## src/rtl/pwm_meter_pkg.sv

```systemverilog
// Shared types and constants for the pwm_meter slice.
package pwm_meter_pkg;

  localparam int unsigned CNT_W_DEFAULT = 24;

  typedef enum logic [1:0] {
    IDLE = 2'd0,
    HIGH = 2'd1,
    LOW  = 2'd2
  } state_t;

  // All-ones value of a counter of the given width (saturation ceiling).
  function automatic logic [63:0] sat_max(input int unsigned width);
    return (64'd1 << width) - 64'd1;
  endfunction

endpackage

```

## src/rtl/pwm_meter_if.sv

```systemverilog
// Result channel of pwm_meter: period/high data with valid/ready handshake.
interface pwm_meter_if import pwm_meter_pkg::*; #(
  parameter int unsigned CNT_W = CNT_W_DEFAULT
);
  logic [CNT_W-1:0] meas_period;
  logic [CNT_W-1:0] meas_high;
  logic             meas_valid;
  logic             meas_ready;

  modport master (output meas_period, meas_high, meas_valid, input meas_ready);
  modport slave  (input meas_period, meas_high, meas_valid, output meas_ready);
endinterface

```

## src/rtl/pwm_meter_sync.sv

```systemverilog
// Input synchronizer and edge detector for the pwm_meter pulse input.
module pwm_meter_sync #(
  parameter int unsigned SYNC_STAGES = 2
) (
  input  logic hw_clk,
  input  logic sig_in,
  output logic s,
  output logic rise,
  output logic fall
);
  logic [SYNC_STAGES-1:0] chain;
  logic                   s_d;

  // Synchronizer and delay flop keep tracking the input through reset, so a
  // reset never fabricates an edge while the input is already high.
  always_ff @(posedge hw_clk) begin
    chain <= {chain[SYNC_STAGES-2:0], sig_in};
    s_d   <= s;
  end

  assign s    = chain[SYNC_STAGES-1];
  assign rise = s & ~s_d;
  assign fall = ~s & s_d;
endmodule

```

## src/rtl/pwm_meter.sv

```systemverilog
// Pulse period / high-time meter with a valid/ready result register.
// Optional feature: define PWM_METER_TIMEOUT_EN to flag and abandon a
// measurement whose period counter saturates (stuck output).
module pwm_meter import pwm_meter_pkg::*; #(
  parameter int unsigned CNT_W       = CNT_W_DEFAULT,
  parameter int unsigned SYNC_STAGES = 2
) (
  input  logic        hw_clk,
  input  logic        reset,
  input  logic        sig_in,
  pwm_meter_if.master meas,
  output logic        overrun,
  output logic        stuck
);
  localparam logic [CNT_W-1:0] CNT_MAX = CNT_W'(sat_max(CNT_W));
  localparam logic [CNT_W-1:0] ONE     = CNT_W'(1);

  function automatic logic [CNT_W-1:0] sat_inc(input logic [CNT_W-1:0] v);
    return (v == CNT_MAX) ? v : v + ONE;
  endfunction

  logic             s, rise, fall;
  state_t           state, state_nxt;
  logic [CNT_W-1:0] cnt_p, cnt_h, cnt_p_nxt, cnt_h_nxt;
  logic             complete;
  logic             handshake;

  pwm_meter_sync #(.SYNC_STAGES(SYNC_STAGES)) u_sync (
    .hw_clk (hw_clk),
    .sig_in (sig_in),
    .s      (s),
    .rise   (rise),
    .fall   (fall)
  );

  assign handshake = meas.meas_valid & meas.meas_ready;

`ifdef PWM_METER_TIMEOUT_EN
  logic timeout;
`endif

  // Next-state and counter update for the IDLE/HIGH/LOW measurement FSM.
  always_comb begin
    state_nxt = state;
    cnt_p_nxt = cnt_p;
    cnt_h_nxt = cnt_h;
    complete  = 1'b0;
    unique case (state)
      IDLE: begin
        if (rise) begin
          state_nxt = HIGH;
          cnt_p_nxt = ONE;
          cnt_h_nxt = ONE;
        end
      end
      HIGH: begin
        cnt_p_nxt = sat_inc(cnt_p);
        // s is low only on the fall cycle, so the high count freezes there.
        if (s) cnt_h_nxt = sat_inc(cnt_h);
        if (fall) state_nxt = LOW;
      end
      LOW: begin
        if (rise) begin
          complete  = 1'b1;
          state_nxt = HIGH;
          cnt_p_nxt = ONE;
          cnt_h_nxt = ONE;
        end else begin
          cnt_p_nxt = sat_inc(cnt_p);
        end
      end
      default: state_nxt = IDLE;
    endcase
`ifdef PWM_METER_TIMEOUT_EN
    timeout = 1'b0;
    if (state != IDLE && !complete && cnt_p == CNT_MAX) begin
      timeout   = 1'b1;
      state_nxt = IDLE;
    end
`endif
  end

  // FSM and counter registers.
  always_ff @(posedge hw_clk) begin
    if (reset) begin
      state <= IDLE;
      cnt_p <= '0;
      cnt_h <= '0;
    end else begin
      state <= state_nxt;
      cnt_p <= cnt_p_nxt;
      cnt_h <= cnt_h_nxt;
    end
  end

  // Result register: load when empty or being drained, otherwise drop and flag.
  always_ff @(posedge hw_clk) begin
    if (reset) begin
      meas.meas_period <= '0;
      meas.meas_high   <= '0;
      meas.meas_valid  <= 1'b0;
      overrun          <= 1'b0;
    end else if (complete) begin
      if (!meas.meas_valid || handshake) begin
        meas.meas_period <= cnt_p;
        meas.meas_high   <= cnt_h;
        meas.meas_valid  <= 1'b1;
      end else begin
        overrun <= 1'b1;
      end
    end else if (handshake) begin
      meas.meas_valid <= 1'b0;
    end
  end

`ifdef PWM_METER_TIMEOUT_EN
  // Stuck flag: set on saturation timeout, cleared by the next rising edge.
  always_ff @(posedge hw_clk) begin
    if (reset)        stuck <= 1'b0;
    else if (timeout) stuck <= 1'b1;
    else if (rise)    stuck <= 1'b0;
  end
`else
  assign stuck = 1'b0;
`endif
endmodule

```

## src/flat_wrapper.sv

```systemverilog
// flat-port wrapper written by rule: the top's interface ports become plain ports
module pwm_meter_flat import pwm_meter_pkg::*;
#(
  parameter int unsigned CNT_W       = CNT_W_DEFAULT,
  parameter int unsigned SYNC_STAGES = 2
)
  (hw_clk, reset, sig_in, overrun, stuck, meas_meas_period, meas_meas_high, meas_meas_valid, meas_meas_ready);
  pwm_meter_if #(.CNT_W(CNT_W)) meas_i ();
  input  logic hw_clk;
  input  logic reset;
  input  logic sig_in;
  output logic overrun;
  output logic stuck;
  output wire logic [$bits(meas_i.meas_period)-1:0] meas_meas_period;
  output wire logic [$bits(meas_i.meas_high)-1:0] meas_meas_high;
  output wire logic [$bits(meas_i.meas_valid)-1:0] meas_meas_valid;
  input wire logic [$bits(meas_i.meas_ready)-1:0] meas_meas_ready;
  assign meas_meas_period = meas_i.meas_period;
  assign meas_meas_high = meas_i.meas_high;
  assign meas_meas_valid = meas_i.meas_valid;
  assign meas_i.meas_ready = meas_meas_ready;
  pwm_meter #(.CNT_W(CNT_W), .SYNC_STAGES(SYNC_STAGES)) u_core (.hw_clk(hw_clk), .reset(reset), .sig_in(sig_in), .meas(meas_i), .overrun(overrun), .stuck(stuck));
endmodule
```

## config.mk

```make
export PLATFORM = sky130hd
export DESIGN_NAME = pwm_meter_flat
export DESIGN_NICKNAME = d
export VERILOG_FILES = /design/src/rtl/pwm_meter_pkg.sv /design/src/rtl/pwm_meter_if.sv /design/src/rtl/pwm_meter_sync.sv /design/src/rtl/pwm_meter.sv /design/src/flat_wrapper.sv
export SDC_FILE = /design/constraint.sdc
export NUM_CORES = 1
export LEC_CHECK = 0
export CAP_MARGIN = 10
export CORE_MARGIN = 4
export CORE_UTILIZATION = 40
export CTS_CLUSTER_SIZE = 30
export DETAILED_ROUTE_END_ITERATION = 8
export PLACE_DENSITY = 0.6
export SLEW_MARGIN = 20
export SYNTH_ARGS = -nofsm -noshare
export SYNTH_HDL_FRONTEND = slang
export SYNTH_HIERARCHICAL = 1
export SYNTH_SLANG_ARGS = --single-unit
export TNS_END_PERCENT = 50
```

## constraint.sdc

```tcl
create_clock -name hw_clk -period 3.5 [get_ports hw_clk]
set_clock_uncertainty 0.05 [all_clocks]
set_input_delay 0.875 -clock hw_clk [delete_from_list [all_inputs] [get_ports hw_clk]]
set_output_delay 0.875 -clock hw_clk [all_outputs]
set_load 0.1 [all_outputs]
```

# Word-level counts from Yosys, hierarchy flattened
# Cells that the tools add are included.
dict set report op_classes {
  n_addsub 2
  eq_ne 10
  muxes 15
  bitwise_logic 6
  reduce_logical 13
}
# op n
set op_table {}
lappend op_table {{$mux 24} 5}
lappend op_table {{$pmux 24 s3} 1}
lappend op_table {{$add 24x1->24 const B} 2}
lappend op_table {{$eq 24x24->1 const B} 2}
lappend op_table {{$pmux 24 s2} 1}
lappend op_table {{$reduce_and 2->1} 5}
lappend op_table {{$ne 2x1->1 const B} 3}
lappend op_table {{$ne 2x2->1 const B} 3}
lappend op_table {{$mux 1} 5}
lappend op_table {{$mux 2} 2}
lappend op_table {{$pmux 2 s2} 1}
lappend op_table {{$reduce_and 4->1} 1}
lappend op_table {{$reduce_bool 2->1} 2}
lappend op_table {{$and 1x1->1} 3}
lappend op_table {{$not 1->1} 3}
lappend op_table {{$reduce_bool 3->1} 1}
lappend op_table {{$eq 2x1->1 const B} 1}
lappend op_table {{$eq 2x2->1 const B} 1}
lappend op_table {{$logic_not 2->1} 1}
lappend op_table {{$reduce_or 2->1} 1}
lappend op_table {{$logic_not 1->1} 1}
lappend op_table {{$logic_or 1x1->1} 1}
dict set report totals {
  register_bits 103
  elab_cells 55
}

# Depth between registers and ports, before layout
# Gate-level depths: netlist of the first run.
dict set report depth {
  depth_word 6
  depth_mapped 10
  ltp_nobuf 7
}

# Hierarchy
# Netlist of the first run, hierarchy kept.
# mod instances cells_per_inst area_each_um2 seq_area_each_um2
set by_module_without_submodules {}
lappend by_module_without_submodules {pwm_meter 1 583 4657.0 2001.9}
lappend by_module_without_submodules {pwm_meter_sync 1 5 75.1 60.1}

# Least setup slack after synthesis of the first run
# No wires, ideal clock.
dict set report synth_timing {
  kind {input -> register}
  startpoint {in reset}
  endpoint {reg u_core.cnt_p[21]}
  setup_ns 0.128
  arrival_time_ns 1.990
  slack_ns 1.332
  cell_stages 7
  path_buffers 2
  cell_sequence {clkbuf_1 > inv_1 > o2111ai_1 > clkbuf_1 > nor2_1 > mux2i_1 > o21ai_0}
}
# item line_no
set synth_rtl {}
lappend synth_rtl {{start: declaration} flat_wrapper.sv:10} ;# input logic reset;
lappend synth_rtl {{end signal: assignment} pwm_meter.sv:91} ;# cnt_p <= cnt_p_nxt;
lappend synth_rtl {{end: declaration} pwm_meter.sv:24} ;# logic [CNT_W-1:0] cnt_p, cnt_h, cnt_p_nxt, cnt_h_nxt;

# Worst setup path in the final report of the first run
dict set report layout_timing {
  startpoint {reg u_core.cnt_h[0]}
  endpoint {reg u_core.cnt_h[13]}
}
dict set report layout_via {
  elab_chain_cells 4
}
# item line_no
set layout_lines {}
lappend layout_lines {{start: declaration} pwm_meter.sv:24}
lappend layout_lines {{start signal: assignment} pwm_meter.sv:92} ;# cnt_h <= cnt_h_nxt;
lappend layout_lines {{$add 24x1->24} pwm_meter.sv:19} ;# return (v == CNT_MAX) ? v : v + ONE;
lappend layout_lines {{$mux 24} pwm_meter.sv:19}
lappend layout_lines {{$mux 24} pwm_meter.sv:59} ;# if (s) cnt_h_nxt = sat_inc(cnt_h);
lappend layout_lines {{$pmux 24 s2} pwm_meter.sv:48} ;# unique case (state)
# Several ways; a longest one is shown, not always the timed one. The select of a mux whose other input is x is not followed.
# A chain may end at the register's enable or synchronous reset.

==> results of run 1 <==
==> sequential cells by signal (all words and copies together), names as in the netlist <==
register                 count
u_core/u_sync/s_d            1
u_core/cnt_p                24
u_core/meas.meas_high       24
u_core/cnt_h                24
u_core/meas.meas_period     24
u_core/state                 2
u_core/u_sync/chain          2
u_core/meas.meas_valid       1
u_core/overrun               1
==> logic make-up (layout without fill, tap and decap cells) <==
logic type | after synthesis | after routing | synth area share, %
buffers and inverters | 43 | 84 | 3.75
AO/OA/AOI/OAI | 162 | 162 | 21.0
adder cells (fa/ha/maj) | 6 | 6 | 1.59
XOR/XNOR | 6 | 6 | 1.11
other | 1 | 1 | 0.0792
flip-flops | 103 | 103 | 43.6
AND/OR/NAND/NOR | 264 | 264 | 28.3
multiplexers | 3 | 3 | 0.661
==> power groups by stage <==
stage,sequential [mW],clock (mW),combinational (mW)
6_report,1.19,1.13,0.124
5_1_grt,1.19,1.20,0.138
4_1_cts,1.19,1.16,0.124
3_5_place_dp,1.21,0,0.123
3_3_place_gp,1.21,0,0.122
2_1_floorplan,1.21,0,0.0931
==> cell usage after synthesis, types with 4 or more instances <==
cell type / number / share of area, %
a21o_1: 5 / 0.79
and3_1: 11 / 1.5
nand4b_1: 4 / 0.74
a2111oi_0: 4 / 0.74
buf_2: 10 / 1.1
o31ai_1: 10 / 1.6
ha_1: 6 / 1.6
nand3_1: 22 / 2.3
o21ai_0: 17 / 1.8
nor2b_1: 4 / 0.53
and4_1: 9 / 1.7
nor3_1: 5 / 0.53
inv_1: 8 / 0.63
nand2b_1: 10 / 1.3
nor2_1: 27 / 2.1
a31oi_1: 12 / 1.6
clkbuf_1: 24 / 1.9
or4_1: 12 / 1.9
a21oi_1: 83 / 8.8
dfxtp_1: 103 / 44
or3_1: 7 / 0.93
nand2_1: 128 / 10
nand4_1: 12 / 1.6
==> how the worst max path moves through the flow <==
stage                                from                          end  slack (ns)  cells after the start
after CTS                 u_core/cnt_h[0]              u_core/cnt_h[7]        0.98                      7
after detailed placement  meas_meas_ready   u_core/meas.meas_period[6]        0.93                      6
after global placement    meas_meas_ready  u_core/meas.meas_period[15]        0.97                      6
after global routing      u_core/cnt_h[0]              u_core/cnt_h[7]        0.74                      7
final                     u_core/cnt_h[0]             u_core/cnt_h[13]        1.02                      7
after floorplan                     reset             u_core/cnt_p[21]        1.33                      7
==> worst max-delay path: cells and delay by family, from the launching register on <==
family	cells	cell delay [ns]
AOI/OAI and AO/OA	2	0.76
DFF	1	0.43
buffers and inverters	1	0.33
adders and majority gates	1	0.26
and+or+nand+nor	3	0.54
==> layout make-up <==
cell class	instances	area, µm²	area share, %
multi-input combinational	442	2500	44.8
clock buffer	12	267	4.78
tap	143	179	3.21
sequential	103	2060	37.0
inverter	8	30.0	0.538
clock inverter	4	76.3	1.37
timing repair buffer	60	465	8.34
==> per-layer routing <==
| metal | wire length (µm) | track usage, % | vias to the layer above | part of all wire [%] |
|---|---|---|---|---|
| li1 | - | - | 2185 | - |
| met1 | 5400 | 22.0 | 2070 | 46 |
| met2 | 5830 | 30.5 | 60 | 49 |
| met3 | 428 | 3.78 | 14 | 3.6 |
| met4 | 160 | 6.12 | 0 | 1.4 |
| met5 | 0 | 0 | - | 0 |
==> summary.txt, run 1 <==
Status - finished, final reports clean
CP Cell Sequence - ha_1 > and4_1 > nand4_1 > o31ai_2 > buf_4 > or4_1 > a21oi_1
Initial antenna violation count - 0
Filler Cell Count - 1140
GP Congestion - 0.883
Clock power share - 46.3%
HP Class - reg -> reg
Cell Pwr Density - 438 mW/mm²
Core Box Area - 0.0115 mm²
Mapped cell area - 0.00473 mm²
Area delta synth->final - 17.9%
Slowest stage delay, CP - 0.70 ns
Max rail drop VDD - 0.241 mV
Slowest cell on the critical path - o31ai_2
Path depth of the worst reg2reg path - 7
Unrepaired setup endpoints after global routing - false
Longest Clk Path Bufs - 2
Port Buffers - 53
Worst hold start - u_core/u_sync/chain[0]
P_leak - 1.99 nW
Die width - 117 µm
Int Pwr - 1.90 mW
Area after DPL - 0.00524 mm²
Max_slew headroom - 46.0%
Mean post-synth cell area - 8.05 µm²
Clock root buffer - clkbuf_16
Vias in the first global route - 4068
Category of the most critical setup path - reg -> reg
DRT iter0 DRCs - 246
Number of remaining DRC errors - 0
Yosys reg bits - 103
WHS Path Cells - 0
GRT Overall Usage - 17.7%
Comb power frac - 5.1%
Post-route ant nets - 0
Initial Utilization - 41.1%
Via/cell ratio - 5.61
Worst-Skew Late Latency - 0.34 ns
Global-route wire length before repair - 19500 µm
Core Util, Final - 48.4%
Net Switching - 0.543 mW
Nets - 634
Placed Instances - 756
# Max-Cap Violations - 0
Hold buffers post-CTS - 0
Pre-CTS setup slack - 0.929 ns
Switching share of power - 22.2%
Vias - 4329
Post-synth net total - 598
Final setup fails - 0
N_diodes - 0
Drt pass-1 iters - 4
DRT Wirelength - 11800 µm
CP Launch Type - register
DIE AREA - 0.0136 mm²
Slew @ Worst Pin - 0.804 ns
Finished layout cell area - 0.00558 mm²
Final hold violation count - 0
Final WS setup - 1.02 ns
Ys flop type - dfxtp_1
Worst-path fanout max - 18
Share of layout cells above drive strength 1 - 14.1%
Peak Freq - 403 MHz
Post-synth EDFFs - 0
Commonest non-fill, non-tap cell in the layout - nand2_1
I/O pin total - 55
Yosys warns - 6
Ys async rst share - 0%
Final critical-path share of the clock period - 70.9%
Crit path required time - 3.68 ns
Post-CTS setup buffer count - 0
WL per Instance - 15.3 µm
Leading cell types in the layout, fill and taps excluded - nand2_1, dfxtp_1, a21oi_1
Die H - 117 µm
CP Capture Type - register
Post-DP HPWL - 8080 µm
Layout Cells excl Fill - 772
Capturing point of the worst reg2reg path - u_core/cnt_h[13]
Cts repair resizes - 0
Critical path arrival - 2.66 ns
CTS tree - built
CTS Buf Count - 9
GRT overflow - 0
Min-Delay Endpoint - u_core/u_sync/chain[1]
Register area share after synthesis - 43.6%
Distinct cells, synth - 58
# rows - 39
Count of pins over their slew limit - 0
Setup tns final - 0 ns
Clock slew at reported path FFs - 0.07 ns
Worst Hold Margin - 0.298 ns
Pwr Total - 2.44 mW
Minimum clock period - 2.48 ns
Sequential Power Share - 48.6%
Reg2Reg Launch Point - u_core/cnt_h[0]
Mapped Cells - 588
Largest net degree at the start of global routing - 40
Num Clock Sinks - 103
H-tree level count - 3
R2R Setup Slk - 1.02 ns
Note: power is estimated with default switching activity, not from simulation.
==> run 2: changes to the inputs <==
==> constraint.sdc (replaced) <==
create_clock -name hw_clk -period 2.3 [get_ports hw_clk]
set_clock_uncertainty 0.05 [all_clocks]
set_input_delay 0.575 -clock hw_clk [delete_from_list [all_inputs] [get_ports hw_clk]]
set_output_delay 0.575 -clock hw_clk [all_outputs]
set_load 0.1 [all_outputs]
==> summary.txt, run 2 (synthesis gave the netlist of run 1 again) <==
Core Util, Final - 49.5% (was 48.4%)
DRT Wirelength - 11700 µm (was 11800 µm)
Core Box Area - 0.0115 mm² (unchanged)
Peak Freq - 453 MHz (was 403 MHz)
Commonest non-fill, non-tap cell in the layout - nand2_1 (unchanged)
Worst-path fanout max - 9 (was 18)
Critical path arrival - 2.40 ns (was 2.66 ns)
Final critical-path share of the clock period - 95.9% (was 70.9%)
Nets - 652 (was 634)
Max rail drop VDD - 0.491 mV (was 0.241 mV)
Max_slew headroom - 55.4% (was 46.0%)
Largest net degree at the start of global routing - 49 (was 40)
Worst-Skew Late Latency - 0.35 ns (was 0.34 ns)
Cell Pwr Density - 628 mW/mm² (was 438 mW/mm²)
I/O pin total - 55 (unchanged)
Sequential Power Share - 50.4% (was 48.6%)
H-tree level count - 3 (unchanged)
# Max-Cap Violations - 0 (unchanged)
Port Buffers - 53 (unchanged)
Num Clock Sinks - 103 (unchanged)
DRT iter0 DRCs - 244 (was 246)
GP Congestion - 0.883 (about the same)
Capturing point of the worst reg2reg path - u_core/cnt_p[23] (was u_core/cnt_h[13])
Clock slew at reported path FFs - 0.07 ns (about the same)
Initial Utilization - 41.1% (unchanged)
Global-route wire length before repair - 19300 µm (was 19500 µm)
Net Switching - 0.792 mW (was 0.543 mW)
R2R Setup Slk - 0.09 ns (was 1.02 ns)
Unrepaired setup endpoints after global routing - true (was false)
Reg2Reg Launch Point - u_core/cnt_p[8] (was u_core/cnt_h[0])
Switching share of power - 22.1% (was 22.2%)
Category of the most critical setup path - reg -> reg (unchanged)
Filler Cell Count - 1152 (was 1140)
Crit path required time - 2.49 ns (was 3.68 ns)
Int Pwr - 2.79 mW (was 1.90 mW)
CP Launch Type - register (unchanged)
Area delta synth->final - 20.5% (was 17.9%)
WHS Path Cells - 0 (unchanged)
GRT Overall Usage - 17.7% (about the same)
Vias - 4365 (was 4329)
Comb power frac - 5.7% (was 5.1%)
Slew @ Worst Pin - 0.652 ns (was 0.804 ns)
Minimum clock period - 2.21 ns (was 2.48 ns)
Hold buffers post-CTS - 0 (unchanged)
P_leak - 2.07 nW (was 1.99 nW)
Leading cell types in the layout, fill and taps excluded - nand2_1, dfxtp_1, a21oi_1 (unchanged)
Clock power share - 43.9% (was 46.3%)
Final setup fails - 0 (unchanged)
CTS tree - built (unchanged)
Post-route ant nets - 0 (unchanged)
WL per Instance - 14.8 µm (was 15.3 µm)
Via/cell ratio - 5.53 (was 5.61)
GRT overflow - 0 (unchanged)
Status - finished, final reports clean (unchanged)
Number of remaining DRC errors - 0 (unchanged)
Die width - 117 µm (unchanged)
HP Class - reg -> reg (unchanged)
Longest Clk Path Bufs - 2 (unchanged)
Count of pins over their slew limit - 0 (unchanged)
Final hold violation count - 0 (unchanged)
DIE AREA - 0.0136 mm² (unchanged)
Path depth of the worst reg2reg path - 5 (was 7)
Clock root buffer - clkbuf_16 (unchanged)
Vias in the first global route - 4084 (was 4068)
Worst hold start - u_core/u_sync/chain[0] (unchanged)
Min-Delay Endpoint - u_core/u_sync/chain[1] (unchanged)
Die H - 117 µm (unchanged)
CP Capture Type - register (unchanged)
Post-DP HPWL - 8320 µm (was 8080 µm)
# rows - 39 (unchanged)
Drt pass-1 iters - 4 (unchanged)
CTS Buf Count - 9 (unchanged)
Initial antenna violation count - 0 (unchanged)
Setup tns final - 0 ns (unchanged)
Share of layout cells above drive strength 1 - 16.7% (was 14.1%)
N_diodes - 0 (unchanged)
run 2: final cells by class:
class / count / area (µm²) / area share, %
flip-flops and latches: 103 / 2060 / 36.2
clock buffers: 13 / 270 / 4.74
clock inverters: 3 / 40.0 / 0.702
inverters: 8 / 30.0 / 0.527
multi-input cells: 442 / 2510 / 44.0
repair buffers: 78 / 613 / 10.8
well taps: 143 / 179 / 3.14
run 2: power groups by stage:
stage / Clock, mW / Combinational (mW) / Sequential, mW
5_1_grt: 1.69 / 0.227 / 1.80
2_1_floorplan: 0 / 0.142 / 1.85
4_1_cts: 1.62 / 0.205 / 1.80
6_report: 1.57 / 0.205 / 1.80
3_3_place_gp: 0 / 0.201 / 1.84
3_5_place_dp: 0 / 0.205 / 1.85
run 2: worst max-delay path by stage:
stage                      startpoint                          end
3_5_place_dp          u_core/cnt_p[8]             u_core/cnt_p[19]
3_3_place_gp          u_core/cnt_p[8]             u_core/cnt_p[19]
6_report              u_core/cnt_p[8]             u_core/cnt_p[23]
2_1_floorplan  u_core/meas.meas_valid  u_core/meas.meas_period[15]
5_1_grt               u_core/cnt_h[0]              u_core/cnt_h[6]
4_1_cts               u_core/cnt_p[8]             u_core/cnt_p[19]
run 2: repair_timing:
item	in CTS	in global routing
gates resized for setup	0	4
endpoints found under the setup margin	0	12
buffers inserted	0	0
run 2: per-layer routing:
layer,GRT usage (%),share of wire [%],up-vias
met3,3.83,3.3,15
li1,-,-,2228
met5,0,0,-
met1,20.8,44,2054
met4,6.65,1.7,0
met2,31.4,51,68
run 2: per-stage QoR:
stage / cell area (µm²) / worst slack [ns] / power (mW) / std cells / hold WS, ns
after floorplan: 4730 / 0.157 / 1.99 / 588 / 0.260
after global placement: 5380 / 0.194 / 2.05 / 774 / 0.267
after detailed placement: 5380 / 0.161 / 2.05 / 774 / 0.295
after CTS: 5690 / 0.133 / 3.63 / 790 / 0.306
after global routing: 5700 / -0.0144 / 3.72 / 790 / 0.303
final: 5700 / 0.0932 / 3.58 / 790 / 0.302
run 2: worst max-delay path, cell delays in order (launching register included):
cell and delay (ns):
dfxtp_1 0.52, and4_1 0.34, nand4_1 0.19, a2111oi_0 0.65, a21oi_1 0.16, o22a_1 0.18
